===== src/rtl/flash_read_responder.sv =====
// Read responder for the flash read handshake: stalls the master, accepts one
// address per grant, fetches from synchronous storage and returns the word at fixed latency.
module flash_read_responder #(
  parameter int ADDR_WIDTH   = 23,
  parameter int DATA_WIDTH   = 32,
  parameter int WAIT_CYCLES  = 2,
  parameter int READ_LATENCY = 4
) (
  input  logic                  clk,
  input  logic                  reset_n,
  input  logic                  read,
  input  logic [ADDR_WIDTH-1:0] address,
  output logic                  wait_request,
  output logic [DATA_WIDTH-1:0] read_data,
  output logic                  data_valid,
  output logic                  mem_rd_en,
  output logic [ADDR_WIDTH-1:0] mem_addr,
  input  logic [DATA_WIDTH-1:0] mem_rdata,
  output logic                  busy,
  output logic [15:0]           served_count,
  output logic [1:0]            state
);

  localparam logic [1:0] IDLE  = 2'd0;
  localparam logic [1:0] STALL = 2'd1;
  localparam logic [1:0] GRANT = 2'd2;

  localparam int WAIT_LOAD = (WAIT_CYCLES > 0) ? WAIT_CYCLES - 1 : 0;
  localparam int PD        = (READ_LATENCY > 2) ? READ_LATENCY - 2 : 1;

  logic [1:0]            state_nxt;
  logic [3:0]            stall_cnt;
  logic [3:0]            stall_cnt_nxt;
  logic                  accept;
  logic                  rdata_ok;
  logic                  src_v;
  logic [DATA_WIDTH-1:0] src_d;
  logic                  pipe_any;

  assign accept = (state == GRANT) && read;

  always_comb begin
    state_nxt     = state;
    stall_cnt_nxt = stall_cnt;
    case (state)
      IDLE: begin
        if (read) begin
          if (WAIT_CYCLES > 0) begin
            state_nxt     = STALL;
            stall_cnt_nxt = 4'(WAIT_LOAD);
          end else begin
            state_nxt = GRANT;
          end
        end
      end
      STALL: begin
        if (!read) begin
          state_nxt = IDLE;
        end else if (stall_cnt == 4'd0) begin
          state_nxt = GRANT;
        end else begin
          stall_cnt_nxt = stall_cnt - 4'd1;
        end
      end
      GRANT:   state_nxt = IDLE;
      default: state_nxt = IDLE;
    endcase
  end

  // rdata_ok marks the cycle in which mem_rdata holds the requested word;
  // the extra stages below stretch that to the configured latency.
  generate
    if (READ_LATENCY > 2) begin : g_pipe
      logic [PD-1:0]         pv;
      logic [DATA_WIDTH-1:0] pd [PD];

      always_ff @(posedge clk) begin
        if (!reset_n) begin
          pv <= '0;
        end else begin
          pv[0] <= rdata_ok;
          for (int i = 1; i < PD; i++) pv[i] <= pv[i-1];
        end
      end

      always_ff @(posedge clk) begin
        pd[0] <= mem_rdata;
        for (int i = 1; i < PD; i++) pd[i] <= pd[i-1];
      end

      assign src_v    = pv[PD-1];
      assign src_d    = pd[PD-1];
      assign pipe_any = |pv;
    end else begin : g_direct
      assign src_v    = rdata_ok;
      assign src_d    = mem_rdata;
      assign pipe_any = 1'b0;
    end
  endgenerate

  always_ff @(posedge clk) begin
    if (!reset_n) begin
      state        <= IDLE;
      stall_cnt    <= 4'd0;
      wait_request <= 1'b1;
      mem_rd_en    <= 1'b0;
      mem_addr     <= '0;
      rdata_ok     <= 1'b0;
      data_valid   <= 1'b0;
      read_data    <= '0;
      busy         <= 1'b0;
      served_count <= 16'd0;
    end else begin
      state        <= state_nxt;
      stall_cnt    <= stall_cnt_nxt;
      wait_request <= (state_nxt != GRANT);
      mem_rd_en    <= accept;
      if (accept) mem_addr <= address;
      rdata_ok     <= mem_rd_en;
      data_valid   <= src_v;
      if (src_v) read_data <= src_d;
      // Stays high through the cycle of the last data_valid pulse.
      busy         <= accept | mem_rd_en | rdata_ok | pipe_any;
      served_count <= served_count + {15'd0, src_v};
    end
  end

endmodule

===== config.mk =====
export PLATFORM = sky130hd
export DESIGN_NAME = flash_read_responder
export DESIGN_NICKNAME = d
export VERILOG_FILES = /design/src/rtl/flash_read_responder.sv
export SDC_FILE = /design/constraint.sdc
export NUM_CORES = 1
export LEC_CHECK = 0
export ABC_AREA = 1
export CAP_MARGIN = 20
export CORE_ASPECT_RATIO = 0.9
export CORE_MARGIN = 4
export CORE_UTILIZATION = 45
export DETAILED_ROUTE_END_ITERATION = 10
export DONT_BUFFER_PORTS = 1
export MAX_ROUTING_LAYER = met4
export PLACE_DENSITY = 0.65
export SKIP_LAST_GASP = 1
export SLEW_MARGIN = 10
export SYNTH_ARGS = -nofsm -noshare
export SYNTH_HDL_FRONTEND = slang
export SYNTH_SLANG_ARGS = --single-unit

===== constraint.sdc =====
create_clock -name clk -period 4.2 [get_ports clk]
set_input_delay 0.63 -clock clk [delete_from_list [all_inputs] [get_ports clk]]
set_output_delay 0.63 -clock clk [all_outputs]
set_load 0.05 [all_outputs]

# Yosys cells after proc, flatten, opt, wreduce, memory -nomap -nowiden
# Memory sizes are Yosys's and may differ from the RTL's. A register that Yosys moved wholly into a read port is not among the register bits.
# Cells that the tools add are included.
[op_classes]
n_addsub = 2
mul = 0
div = 0
magnitude_cmp = 0
eq_ne = 6
n_shift = 0
muxes = 8
bitwise_logic = 3
n_reduce_logical = 7
[op_table]
columns = ["cell", "count"]
rows = [
  ["$add A16 B1 Y16", 1],
  ["$mux W4", 3],
  ["$ne A2 B2 Y1 const B", 4],
  ["$pmux W4 S2", 1],
  ["$mux W2", 3],
  ["$logic_not A4 Y1", 1],
  ["$pmux W2 S2", 1],
  ["$reduce_and A4 Y1", 1],
  ["$sub A4 B1 Y4 const B", 1],
  ["$or A1 B1 Y1", 3],
  ["$eq A2 B1 Y1 const B", 1],
  ["$eq A2 B2 Y1 const B", 1],
  ["$logic_not A2 Y1", 1],
  ["$reduce_bool A2 Y1", 1],
  ["$reduce_or A2 Y1", 1],
  ["$logic_and A1 B1 Y1", 1],
  ["$logic_not A1 Y1", 1],
]
[totals]
regBits = 52
latch_bits = 0
mem_bits_rw = 64
romBits = 0
input_bits = 58
out_inout_bits = 77
wordCells = 37
memories = 1
[memory_table]
columns = ["memory", "words", "word_bits", "read_ports", "rd_ports_with_merged_regs", "write_ports", "line", "rtl"]
rows = [
  ["g_pipe.pd", 2, 32, 2, 1, 2, "75", "logic [DATA_WIDTH-1:0] pd [PD];"],
]

# Depth between registers and ports, before layout
[depth]
word_depth = 5
depth_mapped = 8
ltp_nobuf = 8

# Worst setup path after synthesis
# No wires, ideal clock.
[synth_path]
kind = "reg-to-reg"
startpoint = "register served_count[0]"
endpoint = "register served_count[10]"
setup_ns = 0.117
t_arrival_ns = 1.588
required_time_ns = 4.083
path_slack_ns = 2.495
stages_incl_launch_ff = 8
path_buffers = 0
synth_period_minus_slack_ns = 1.705
path_cell_list = "dfxtp_1 -> ha_1 -> ha_1 -> nand2_1 -> nor2_2 -> nand2_1 -> o21ai_0 -> nor2_1"
[synth_via]
elab_chain_cells = 1
[synth_lines]
columns = ["element", "line", "rtl"]
rows = [
  ["start: declaration", "20", "output logic [15:0] served_count,"],
  ["start signal: assignment", "124", "served_count <= served_count + {15'd0, src_v};"],
  ["$add A16 B1 Y16", "124", ""],
]
# Every way passes these cells.
# A chain may end at the register's enable or synchronous reset.

# Final worst setup path
[layout_path]
startpoint = "register state[1]"
endpoint = "register mem_addr[6]"
[layout_via]
elab_chain_cells = 2
[layout_lines]
columns = ["element", "line", "rtl"]
rows = [
  ["start: declaration", "21", "output logic [1:0] state"],
  ["start signal: assignment", "114", "state <= state_nxt;"],
  ["$eq A2 B2 Y1", "40", "assign accept = (state == GRANT) && read;"],
  ["$logic_and A1 B1 Y1", "40", ""],
  ["end signal: assignment", "118", "if (accept) mem_addr <= address;"],
  ["end: declaration", "17", "output logic [ADDR_WIDTH-1:0] mem_addr,"],
]
# Every way passes these cells.

==> summary.md <==
| Metric | Value |
|---|---|
| Outcome | `finished, final reports clean` |
| 1st-iter DRT viols | `202` |
| Via count | `3,013` |
| Final nets | `543` |
| Largest family of logic cells by synthesized area | `simple AND/OR/NAND/NOR gates` |
| # hold bufs at CTS | `0` |
| Worst R2R Start | `state[1]$_SDFF_PN0_` |
| Initial antenna violation count | `2` |
| Adder-cell share of the synthesized area | `1.13%` |
| Die H | `102 um` |
| Mux cell area share after synthesis | `0%` |
| Post-DP HPWL | `5850 um` |
| Setup bufs post-CTS | `0` |
| Rel. slew slack | `35.6%` |
| Yosys warnings | `0` |
| CTS resizes | `0` |
| Max cap viols | `0` |
| Post-synthesis xor/xnor area fraction | `0.397%` |
| Post-layout instance count excluding filler cells | `621` |
| Drt drc | `0` |
| Highest clock rate | `452 MHz` |
| Clock latency at the later pin of the worst-skew pair | `0.50 ns` |
| Leak | `0.00218 uW` |
| Clock Pin Slew Worst Setup and Hold Paths | `0.06 ns` |
| I/O Buffers | `0` |
| Largest net degree at the start of global routing | `73` |
| Fillers | `889` |
| Clock skew | `0.00811 ns` |
| Setup_tns | `0 ns` |
| Reg2Reg Setup Slack | `1.99 ns` |
| Core area | `9610 sq um` |
| # H-tree levels | `4` |
| WP data arrival | `2.61 ns` |
| Chip width | `112 um` |
| Power density cells | `580 nW/um^2` |
| Top cells by area, synth | `dfxtp_1 67%, nor2_1 12%, o21ai_0 6.7%` |
| DRT Pass-1 Iters | `4` |
| WHS Endpoint | `g_pipe.pd[0][14]$_DFF_P_` |
| Tightest Hold Check Type | `in2reg` |
| Vias in the first global route | `2,719` |
| Area occupied by multi-input gates | `1250 sq um` |
| Mapped Cells | `480` |
| Ys async rst share | `0%` |
| Via density per instance | `4.85` |
| Crit end category | `register` |
| Starting Density | `45.9%` |
| Min-Delay Path Depth | `0` |
| First-pass GRT wire length | `13,800 um` |
| Area of the die | `11,500 sq um` |
| Sequential share of the synthesized area | `67.1%` |
| Ports | `135` |
| Synth Area in Compound Gates | `7.76%` |
| Synthesized flop and latch total | `148` |
| Simple-gate share of the synthesized area | `19.1%` |
| Rows | `34` |
| Wire per inst | `14.3 um` |
| Root Driver | `clkbuf_8` |
| Share of the synthesized area in the top cell type | `67.1%` |
| Worst-Margin Slew | `0.965 ns` |
| Post-Syn Area per Cell | `9.20 sq um` |
| Worst r2r path cells | `5` |
| Total gr overflow | `0` |
| Synth Cell Area | `4420 sq um` |
| Startpoint Class | `register` |
| Min Clock Period, post-route | `2.21 ns` |
| Post-synth EDFFs | `0` |
| Sink Count | `148` |
| Kind of critical path | `reg2reg` |
| Peak supply drop | `474 uV` |
| Endpoints failing setup | `0` |
| ANT nets after route | `0` |
| Pins Over Slew Limit | `0` |
| Post-Syn Nets | `542` |
| Total GRT Usage | `16.0%` |
| Worst-case clock buffer depth | `2` |
| Netlist cell types | `22` |
| Hold path startpoint | `mem_rdata[14]` |
| Final Hold Vio Count | `0` |
| CTS tree | `built` |
| Placer congestion estimate | `0.774` |
| # placed instances | `588` |
| Worst Path Required | `4.59 ns` |
| Critical Path Fanout Max | `25` |
| Final period util | `52.7%` |
| Worst r2r dst | `mem_addr[6]$_SDFFE_PN0P_` |
| Reg area | `2960 sq um` |
| Yosys top cell by area | `dfxtp_1` |
| Top_reg_cell synth | `dfxtp_1` |
| RSZ-0062 raised after global routing | `false` |
| Dpl cell area | `4490 sq um` |
| CTS Buf Count | `17` |
| Post-route cell area | `5070 sq um` |
| P&R area growth vs syn | `14.7%` |
| Layout cell share with drive strength beyond 1 | `7.10%` |
| Total Wirelength | `8890 um` |
-- state kept, by name (all words and copies together), names as in the netlist --
register / cells
busy: 1
data_valid: 1
g_pipe.pd: 64
g_pipe.pv: 2
mem_addr: 23
mem_rd_en: 1
rdata_ok: 1
read_data: 32
served_count: 16
stall_cnt: 4
state: 2
wait_request: 1
-- placed cells by master (no fill, tap or decap) --
| cell | instances |
|---|---|
| dfxtp_1 | 148 |
| nor2_1 | 143 |
| o21ai_0 | 59 |
| nand2_1 | 44 |
| inv_1 | 28 |
| clkbuf_16 | 16 |
| nand3_1 | 11 |
| a21oi_1 | 8 |
| nand4_1 | 5 |
| ha_1 | 4 |
| clkinvlp_4 | 4 |
| nor3_1 | 3 |
| clkinv_4 | 3 |
| diode_2 | 2 |
| bufinv_16 | 2 |
| inv_8 | 2 |
| nor3_4 | 1 |
| inv_2 | 1 |
| nor2_2 | 1 |
| nor2_4 | 1 |
| o21bai_1 | 1 |
| xor2_1 | 1 |
| xnor2_1 | 1 |
| nor4_1 | 1 |
| clkbuf_8 | 1 |
| clkbuf_1 | 1 |
| clkinv_2 | 1 |
| inv_6 | 1 |
| buf_4 | 1 |
-- per-layer routing --
metal	share of wire, %	up-vias	GRT usage (%)
met5	0	-	-
met4	0.57	0	6.65
met3	8.4	4	7.87
met2	47	101	23.6
met1	44	1389	18.6
li1	-	1519	-
-- worst max path at each step --
stage | from | end | slack (ns) | cells after the start
floorplan | served_count[0]$_SDFF_PN0_ | served_count[10]$_SDFF_PN0_ | 2.50 | 7
global placement | state[1]$_SDFF_PN0_ | mem_addr[0]$_SDFFE_PN0P_ | 2.06 | 5
detailed placement | state[1]$_SDFF_PN0_ | mem_addr[15]$_SDFFE_PN0P_ | 1.98 | 5
CTS | state[1]$_SDFF_PN0_ | mem_addr[15]$_SDFFE_PN0P_ | 1.97 | 5
global route | state[1]$_SDFF_PN0_ | mem_addr[6]$_SDFFE_PN0P_ | 1.78 | 5
finish | state[1]$_SDFF_PN0_ | mem_addr[6]$_SDFFE_PN0P_ | 1.99 | 5
-- power by group --
group	switching (uW)	total, uW	internal [uW]	leakage (uW)
clock network	580	1430	852	0.000267
registers	30.4	1480	1440	0.00122
logic	21.1	32.9	11.9	0.000694
total	632	2940	2310	0.00218
-- Yosys cell counts, types with 3 or more instances --
| master | n |
|---|---|
| inv_1 | 28 |
| o21ai_0 | 59 |
| nand4_1 | 5 |
| nand3_1 | 11 |
| nor3_1 | 3 |
| a21oi_1 | 8 |
| nor2_1 | 143 |
| ha_1 | 4 |
| buf_2 | 5 |
| clkbuf_1 | 12 |
| dfxtp_1 | 148 |
| nand2_1 | 44 |
-- critical path, cell delays in order, from the launching register on --
cell	delay, ns
dfxtp_1	0.66
inv_1	0.18
nor3_4	0.65
inv_2	0.37
nor2_1	0.19
nor2_1	0.06
-- logic make-up (layout without fill, tap and decap cells) --
| family | Yosys count | count (layout) |
|---|---|---|
| AND/OR/NAND/NOR | 210 | 210 |
| flip-flops | 148 | 148 |
| AO/OA/AOI/OAI | 68 | 68 |
| buffers and inverters | 48 | 61 |
| adder cells (fa/ha/maj) | 4 | 4 |
| XOR/XNOR | 2 | 2 |
| other | 0 | 2 |
-- metrics by stage --
step / power (uW) / setup slack, ns / hold slack (ns) / util [%]
2_1_floorplan: 1540 / 2.50 / 0.310 / -
3_3_place_gp: 1540 / 2.06 / 0.310 / 46.7
3_5_place_dp: 1540 / 1.98 / 0.312 / 46.7
4_1_cts: 2980 / 1.97 / 0.110 / 52.6
5_1_grt: 3050 / 1.78 / 0.0921 / 52.7
6_report: 2940 / 1.99 / 0.149 / 52.7
-- area by class of cell --
class / instances / area share [%]
antenna: 2 / 0.0988
inverter: 29 / 2.15
multi-input combinational: 284 / 24.7
clock buffer: 18 / 8.25
sequential: 148 / 58.5
clock inverter: 13 / 3.01
timing repair buffer: 1 / 0.148
tap: 126 / 3.11
Note: power is estimated with default switching activity, not from simulation.
